File: src/rtl/lif_cfg_sequencer_if.sv
// Host/neuron-side signal bundle for lif_cfg_sequencer.
// master: host and neuron environment that drives the sequencer.
// slave : the sequencer itself.
interface lif_cfg_sequencer_if #(
    parameter int unsigned PARAM_W = 16
) ();
    logic [PARAM_W-1:0] cfg_word;
    logic               cfg_valid;
    logic               cfg_ready;
    logic               abort;
    logic               run_req;
    logic               params_ready;
    logic               load_mode;
    logic               serial_data;
    logic               neuron_en;
    logic               busy;
    logic               done;
    logic               err;

    modport master (
        output cfg_word, cfg_valid, abort, run_req, params_ready,
        input  cfg_ready, load_mode, serial_data, neuron_en, busy, done, err
    );

    modport slave (
        input  cfg_word, cfg_valid, abort, run_req, params_ready,
        output cfg_ready, load_mode, serial_data, neuron_en, busy, done, err
    );
endinterface

File: src/rtl/lif_cfg_sequencer.sv
// Configuration sequencer for the LIF neuron system.
// Accepts a parallel parameter word over valid/ready, shifts it MSB-first into
// the neuron serial config port, then waits for params_ready with a timeout.
// Optional feature macro: LIF_CFG_PARITY_EN appends one even-parity bit
// (^cfg_word) after the data bits, giving PARAM_W+1 load cycles.
module lif_cfg_sequencer #(
    parameter int unsigned PARAM_W = 16,
    parameter int unsigned TIMEOUT = 200,
    parameter int unsigned TMO_W   = 8
) (
    input  logic                 clk,
    input  logic                 rst_n,
    lif_cfg_sequencer_if.slave   bus
);

`ifdef LIF_CFG_PARITY_EN
    localparam int unsigned SH_W = PARAM_W + 1;
`else
    localparam int unsigned SH_W = PARAM_W;
`endif
    localparam int unsigned CNT_W = $clog2(SH_W);

    typedef enum logic [1:0] {
        S_IDLE,
        S_SHIFT,
        S_WAIT_RDY
    } state_t;

    state_t            state_q;
    logic [SH_W-2:0]   shift_q;      // bits still to send after the one on serial_data
    logic [CNT_W-1:0]  bit_cnt_q;
    logic [TMO_W-1:0]  tmo_q;
    logic              cfg_ready_q;
    logic              load_mode_q;
    logic              serial_q;
    logic              neuron_en_q;
    logic              busy_q;
    logic              done_q;
    logic              err_q;
    logic [SH_W-1:0]   load_word;

`ifdef LIF_CFG_PARITY_EN
    assign load_word = {bus.cfg_word, ^bus.cfg_word};
`else
    assign load_word = bus.cfg_word;
`endif

    // Sequencer FSM; every output is a register updated here.
    always_ff @(posedge clk) begin
        if (!rst_n) begin
            state_q     <= S_IDLE;
            shift_q     <= '0;
            bit_cnt_q   <= '0;
            tmo_q       <= '0;
            cfg_ready_q <= 1'b1;
            load_mode_q <= 1'b0;
            serial_q    <= 1'b0;
            neuron_en_q <= 1'b0;
            busy_q      <= 1'b0;
            done_q      <= 1'b0;
            err_q       <= 1'b0;
        end else begin
            done_q <= 1'b0;
            err_q  <= 1'b0;
            case (state_q)
                S_IDLE: begin
                    if (bus.cfg_valid && cfg_ready_q) begin
                        state_q     <= S_SHIFT;
                        serial_q    <= load_word[SH_W-1];
                        shift_q     <= load_word[SH_W-2:0];
                        bit_cnt_q   <= '0;
                        load_mode_q <= 1'b1;
                        neuron_en_q <= 1'b0;
                        busy_q      <= 1'b1;
                        cfg_ready_q <= 1'b0;
                    end else begin
                        neuron_en_q <= bus.run_req;
                        cfg_ready_q <= 1'b1;
                    end
                end
                S_SHIFT: begin
                    if (bus.abort) begin
                        state_q     <= S_IDLE;
                        load_mode_q <= 1'b0;
                        serial_q    <= 1'b0;
                        busy_q      <= 1'b0;
                        cfg_ready_q <= 1'b1;
                        bit_cnt_q   <= '0;
                    end else if (bit_cnt_q == CNT_W'(SH_W - 1)) begin
                        state_q     <= S_WAIT_RDY;
                        load_mode_q <= 1'b0;
                        serial_q    <= 1'b0;
                        tmo_q       <= '0;
                        bit_cnt_q   <= '0;
                    end else begin
                        serial_q    <= shift_q[SH_W-2];
                        shift_q     <= shift_q << 1;
                        bit_cnt_q   <= bit_cnt_q + CNT_W'(1);
                    end
                end
                S_WAIT_RDY: begin
                    // abort beats params_ready, which beats the timeout
                    if (bus.abort) begin
                        state_q     <= S_IDLE;
                        busy_q      <= 1'b0;
                        cfg_ready_q <= 1'b1;
                        tmo_q       <= '0;
                    end else if (bus.params_ready) begin
                        state_q     <= S_IDLE;
                        busy_q      <= 1'b0;
                        cfg_ready_q <= 1'b1;
                        done_q      <= 1'b1;
                        tmo_q       <= '0;
                    end else if (tmo_q == TMO_W'(TIMEOUT - 1)) begin
                        state_q     <= S_IDLE;
                        busy_q      <= 1'b0;
                        cfg_ready_q <= 1'b1;
                        err_q       <= 1'b1;
                        tmo_q       <= '0;
                    end else begin
                        tmo_q       <= tmo_q + TMO_W'(1);
                    end
                end
                default: begin
                    state_q     <= S_IDLE;
                    load_mode_q <= 1'b0;
                    serial_q    <= 1'b0;
                    busy_q      <= 1'b0;
                    cfg_ready_q <= 1'b1;
                end
            endcase
        end
    end

    assign bus.cfg_ready   = cfg_ready_q;
    assign bus.load_mode   = load_mode_q;
    assign bus.serial_data = serial_q;
    assign bus.neuron_en   = neuron_en_q;
    assign bus.busy        = busy_q;
    assign bus.done        = done_q;
    assign bus.err         = err_q;

endmodule

File: src/flat_wrapper.sv
// flat-port wrapper written by rule: the top's interface ports become plain ports
module lif_cfg_sequencer_flat 
#(
    parameter int unsigned PARAM_W = 16,
    parameter int unsigned TIMEOUT = 200,
    parameter int unsigned TMO_W   = 8
)
  (clk, rst_n, bus_cfg_word, bus_cfg_valid, bus_abort, bus_run_req, bus_params_ready, bus_cfg_ready, bus_load_mode, bus_serial_data, bus_neuron_en, bus_busy, bus_done, bus_err);
  lif_cfg_sequencer_if #(.PARAM_W(PARAM_W)) bus_i ();
  input  logic clk;
  input  logic rst_n;
  input wire logic [$bits(bus_i.cfg_word)-1:0] bus_cfg_word;
  input wire logic [$bits(bus_i.cfg_valid)-1:0] bus_cfg_valid;
  input wire logic [$bits(bus_i.abort)-1:0] bus_abort;
  input wire logic [$bits(bus_i.run_req)-1:0] bus_run_req;
  input wire logic [$bits(bus_i.params_ready)-1:0] bus_params_ready;
  output wire logic [$bits(bus_i.cfg_ready)-1:0] bus_cfg_ready;
  output wire logic [$bits(bus_i.load_mode)-1:0] bus_load_mode;
  output wire logic [$bits(bus_i.serial_data)-1:0] bus_serial_data;
  output wire logic [$bits(bus_i.neuron_en)-1:0] bus_neuron_en;
  output wire logic [$bits(bus_i.busy)-1:0] bus_busy;
  output wire logic [$bits(bus_i.done)-1:0] bus_done;
  output wire logic [$bits(bus_i.err)-1:0] bus_err;
  assign bus_i.cfg_word = bus_cfg_word;
  assign bus_i.cfg_valid = bus_cfg_valid;
  assign bus_i.abort = bus_abort;
  assign bus_i.run_req = bus_run_req;
  assign bus_i.params_ready = bus_params_ready;
  assign bus_cfg_ready = bus_i.cfg_ready;
  assign bus_load_mode = bus_i.load_mode;
  assign bus_serial_data = bus_i.serial_data;
  assign bus_neuron_en = bus_i.neuron_en;
  assign bus_busy = bus_i.busy;
  assign bus_done = bus_i.done;
  assign bus_err = bus_i.err;
  lif_cfg_sequencer #(.PARAM_W(PARAM_W), .TIMEOUT(TIMEOUT), .TMO_W(TMO_W)) u_core (.clk(clk), .rst_n(rst_n), .bus(bus_i));
endmodule
File: config.mk
export PLATFORM = sky130hd
export DESIGN_NAME = lif_cfg_sequencer_flat
export DESIGN_NICKNAME = d
export VERILOG_FILES = /design/src/rtl/lif_cfg_sequencer_if.sv /design/src/rtl/lif_cfg_sequencer.sv /design/src/flat_wrapper.sv
export SDC_FILE = /design/constraint.sdc
export NUM_CORES = 1
export LEC_CHECK = 0
export ABC_AREA = 1
export BUFFER_PORTS_ARGS = -buffer_cell sky130_fd_sc_hd__buf_2
export CORE_ASPECT_RATIO = 2
export CORE_MARGIN = 2
export CORE_UTILIZATION = 45
export CTS_BUF_LIST = sky130_fd_sc_hd__clkbuf_8
export DETAILED_ROUTE_END_ITERATION = 12
export GPL_TIMING_DRIVEN = 0
export HOLD_SLACK_MARGIN = 0.1
export PLACE_DENSITY = 0.72
export REMOVE_ABC_BUFFERS = 1
export SLEW_MARGIN = 20
export SYNTH_ARGS = -nofsm -noshare
export SYNTH_HDL_FRONTEND = slang
export SYNTH_SLANG_ARGS = --single-unit
File: constraint.sdc
create_clock -name clk -period 2.6 [get_ports clk]
set_input_delay 0.13 -clock clk [delete_from_list [all_inputs] [get_ports clk]]
set_output_delay 0.13 -clock clk [all_outputs]
set_load 0.02 [all_outputs]
==> flow_metrics.env <==
export IMPL_outcome="completed"
export IMPL_totalWireLength_um=3550
export IMPL_dr_pass1_iters=4
export IMPL_hpwl_um=2490
export IMPL_hold_slack_ns=0.102
export IMPL_async_flop_share=0
export IMPL_synth_top_area_frac=0.438
export IMPL_synth_edff_count=0
export IMPL_syn_inst=219
export IMPL_min_period_ns=1.92
export IMPL_worstSetupStartpointType="register"
export IMPL_area_growth_pct=22.5
export IMPL_ys_seq_area_frac=0.438
export IMPL_synth_area_leader_cell="dfxtp_1"
export IMPL_timing_rr_start="u_core.state_q[1]"
export IMPL_io_pins=29
export IMPL_worst_path_max_fanout=29
export IMPL_required_ns=2.73
export IMPL_p_leak_nw=0.887
export IMPL_top_usage_layer="met2"
export IMPL_grt_pass1_vias=1491
export IMPL_cts_resized_gates=0
export IMPL_tightest_slew_ns=0.741
export IMPL_grtUsageMet1=0.223
export IMPL_worstSetupPathType="reg2reg"
export IMPL_place_ws_ns=0.709
export IMPL_chipWidth_um=46.8
export IMPL_clock_skew_final_ns=0.00485
export IMPL_fin_crit_sh=0.738
export IMPL_rsz0062_at_grt="no"
export IMPL_drive_above_1_share=0.185
export IMPL_synth_top_cells_by_area="dfxtp_1, nand2_1, o21ai_0"
export IMPL_setup_viol=0
export IMPL_synth_warnings=0
export IMPL_slew_headroom=0.505
export IMPL_via_per_inst=4.99
export IMPL_drtIter0Drc=24
export IMPL_cts_tree="done"
export IMPL_grt_first_pass_wirelength_um=6350
export IMPL_port_buffers=28
export IMPL_placed_area_mm2=0.00178
export IMPL_cp_end_kind="register"
export IMPL_cellPowerDensity_mw_per_mm2=615
export IMPL_fillCellCount=369
export IMPL_cts_sinks=36
export IMPL_nets=283
export IMPL_setup_ws_ns=0.680
export IMPL_grt_max_degree=30
export IMPL_seqCellArea_um2=721
export IMPL_cts_max_level=2
export IMPL_synthTopCellsByCount="nand2_1, dfxtp_1, o21ai_0"
export IMPL_multi_input_area_um2=797
export IMPL_hp_start="bus_cfg_word[8]"
export IMPL_irDropWorstVdd_mv=0.540
export IMPL_synth_cell_area_mm2=0.00165
export IMPL_final_setup_tns_ns=0
export IMPL_grtUsageTotal=0.209
export IMPL_drtAntennaViolNets=0
export IMPL_hold_viol=0
export IMPL_grt_use_met2=0.372
export IMPL_diodes=0
export IMPL_use_met3=0.0465
export IMPL_die_area_mm2=0.00419
export IMPL_cp_startpoint="u_core.state_q[1]"
export IMPL_worstPathArrival_ns=2.05
export IMPL_grt_overflow=0
export IMPL_root_buffer="clkbuf_8"
export IMPL_clk_pin_slew_ns=0.07
export IMPL_drt_wirelength_per_cell_um=11.5
export IMPL_clk_latency_ns=0.29
export IMPL_synth_ff_latch_count=36
export IMPL_die_y_um=89.5
export IMPL_coreArea_mm2=0.00357
export IMPL_fmax_ghz=0.521
export IMPL_synth_flop_cell="dfxtp_1"
export IMPL_yosysMostFrequentCell="nand2_1"
export IMPL_start_util=0.461
export IMPL_place_congestion=0.777
export IMPL_maxSlewViolCount=0
export IMPL_yosysUniqueCellTypes=29
export IMPL_cts_made_buffers=5
export IMPL_cap_violations=0
export IMPL_antenna_found_initial=0
export IMPL_cts_buffer_depth=2
export IMPL_rows=31
export IMPL_vias=1537
export IMPL_min_path_type="in2reg"
export IMPL_syn_avg_cell_area_um2=7.52
export IMPL_drc=0
export IMPL_design_area_mm2=0.00202
registers in the layout, summed over array words and instances, names as in the netlist:
register                cells
u_core.bus.cfg_ready        1
u_core.bus.neuron_en        1
u_core.bus.err              1
u_core.state_q              2
u_core.bit_cnt_q            4
u_core.bus.done             1
u_core.bus.busy             1
u_core.tmo_q                8
u_core.bus.load_mode        1
u_core.bus.serial_data      1
u_core.shift_q             15
area by class of cell:
cell class	instances	area share
Clock inverter	3	0.0192
Inverter	16	0.0298
Clock buffer	5	0.0341
Sequential cell	36	0.357
Timing Repair Buffer	41	0.134
Tap cell	49	0.0304
Multi-Input combinational cell	158	0.395
cells in the final DEF, fill, tap and decap left out, drive strengths merged, types with 2 or more instances in the layout:
cell and n:
inv 17, ha 3, o21ai 20, dfxtp 36, nand3 10, nor4 2, nor2 18, nor3b 2
dlygate4sd3 13, nor3 2, nand4 2, buf 28, nand2 64, a21oi 16, xor2 2, clkbuf 5
a31oi 14
final timing paths:
check / cells past startpoint / endpoint / slack [ns]
hold reg to reg: 2 / u_core.bus.busy / 0.46
hold / removal: 3 / u_core.shift_q[8] / 0.10
setup / recovery: 7 / u_core.shift_q[6] / 0.68
setup reg to reg: 7 / u_core.shift_q[6] / 0.68
layer usage:
metal | routed length (um) | vias to the layer above
met5 | 0 | -
met4 | 98 | 0
met3 | 134 | 8
met2 | 1940 | 40
met1 | 1380 | 680
li1 | - | 809
power breakdown:
group / switching, mW / internal, mW / total [mW]
combinational: 0.0922 / 0.0607 / 0.153
sequential: 0.0193 / 0.586 / 0.606
clock: 0.202 / 0.281 / 0.482
total: 0.313 / 0.928 / 1.24
metrics by stage:
step	util	power [mW]	cells
floorplan	-	0.705	210
global placement	0.499	0.754	287
detailed placement	0.499	0.757	287
CTS	0.565	1.25	308
global route	0.565	1.30	308
finish	0.565	1.24	308
cells by family after synthesis:
group,count (synthesis),synth area share
adder cells (fa/ha/maj),3,0.0228
AND/OR/NAND/NOR,102,0.281
buffers and inverters,25,0.0783
flip-flops,36,0.438
XOR/XNOR,2,0.0106
AO/OA/AOI/OAI,51,0.169
critical path, stage by stage (launching register included):
cell and delay, ns:
dfxtp_1 0.41, inv_2 0.06, nand2_2 0.26, nor2_2 0.08, nand2_1 0.08, nand2_1 0.43, o21ai_0 0.36, a31oi_1 0.08
repair_timing:
action | 4_1_cts | 5_1_grt
hold buffers | 13 | 0
endpoints found under the hold margin | 12 | 0
setup buffers | 0 | 0
setup endpoints to repair | 0 | 0
(Power assumes the default switching activity.)
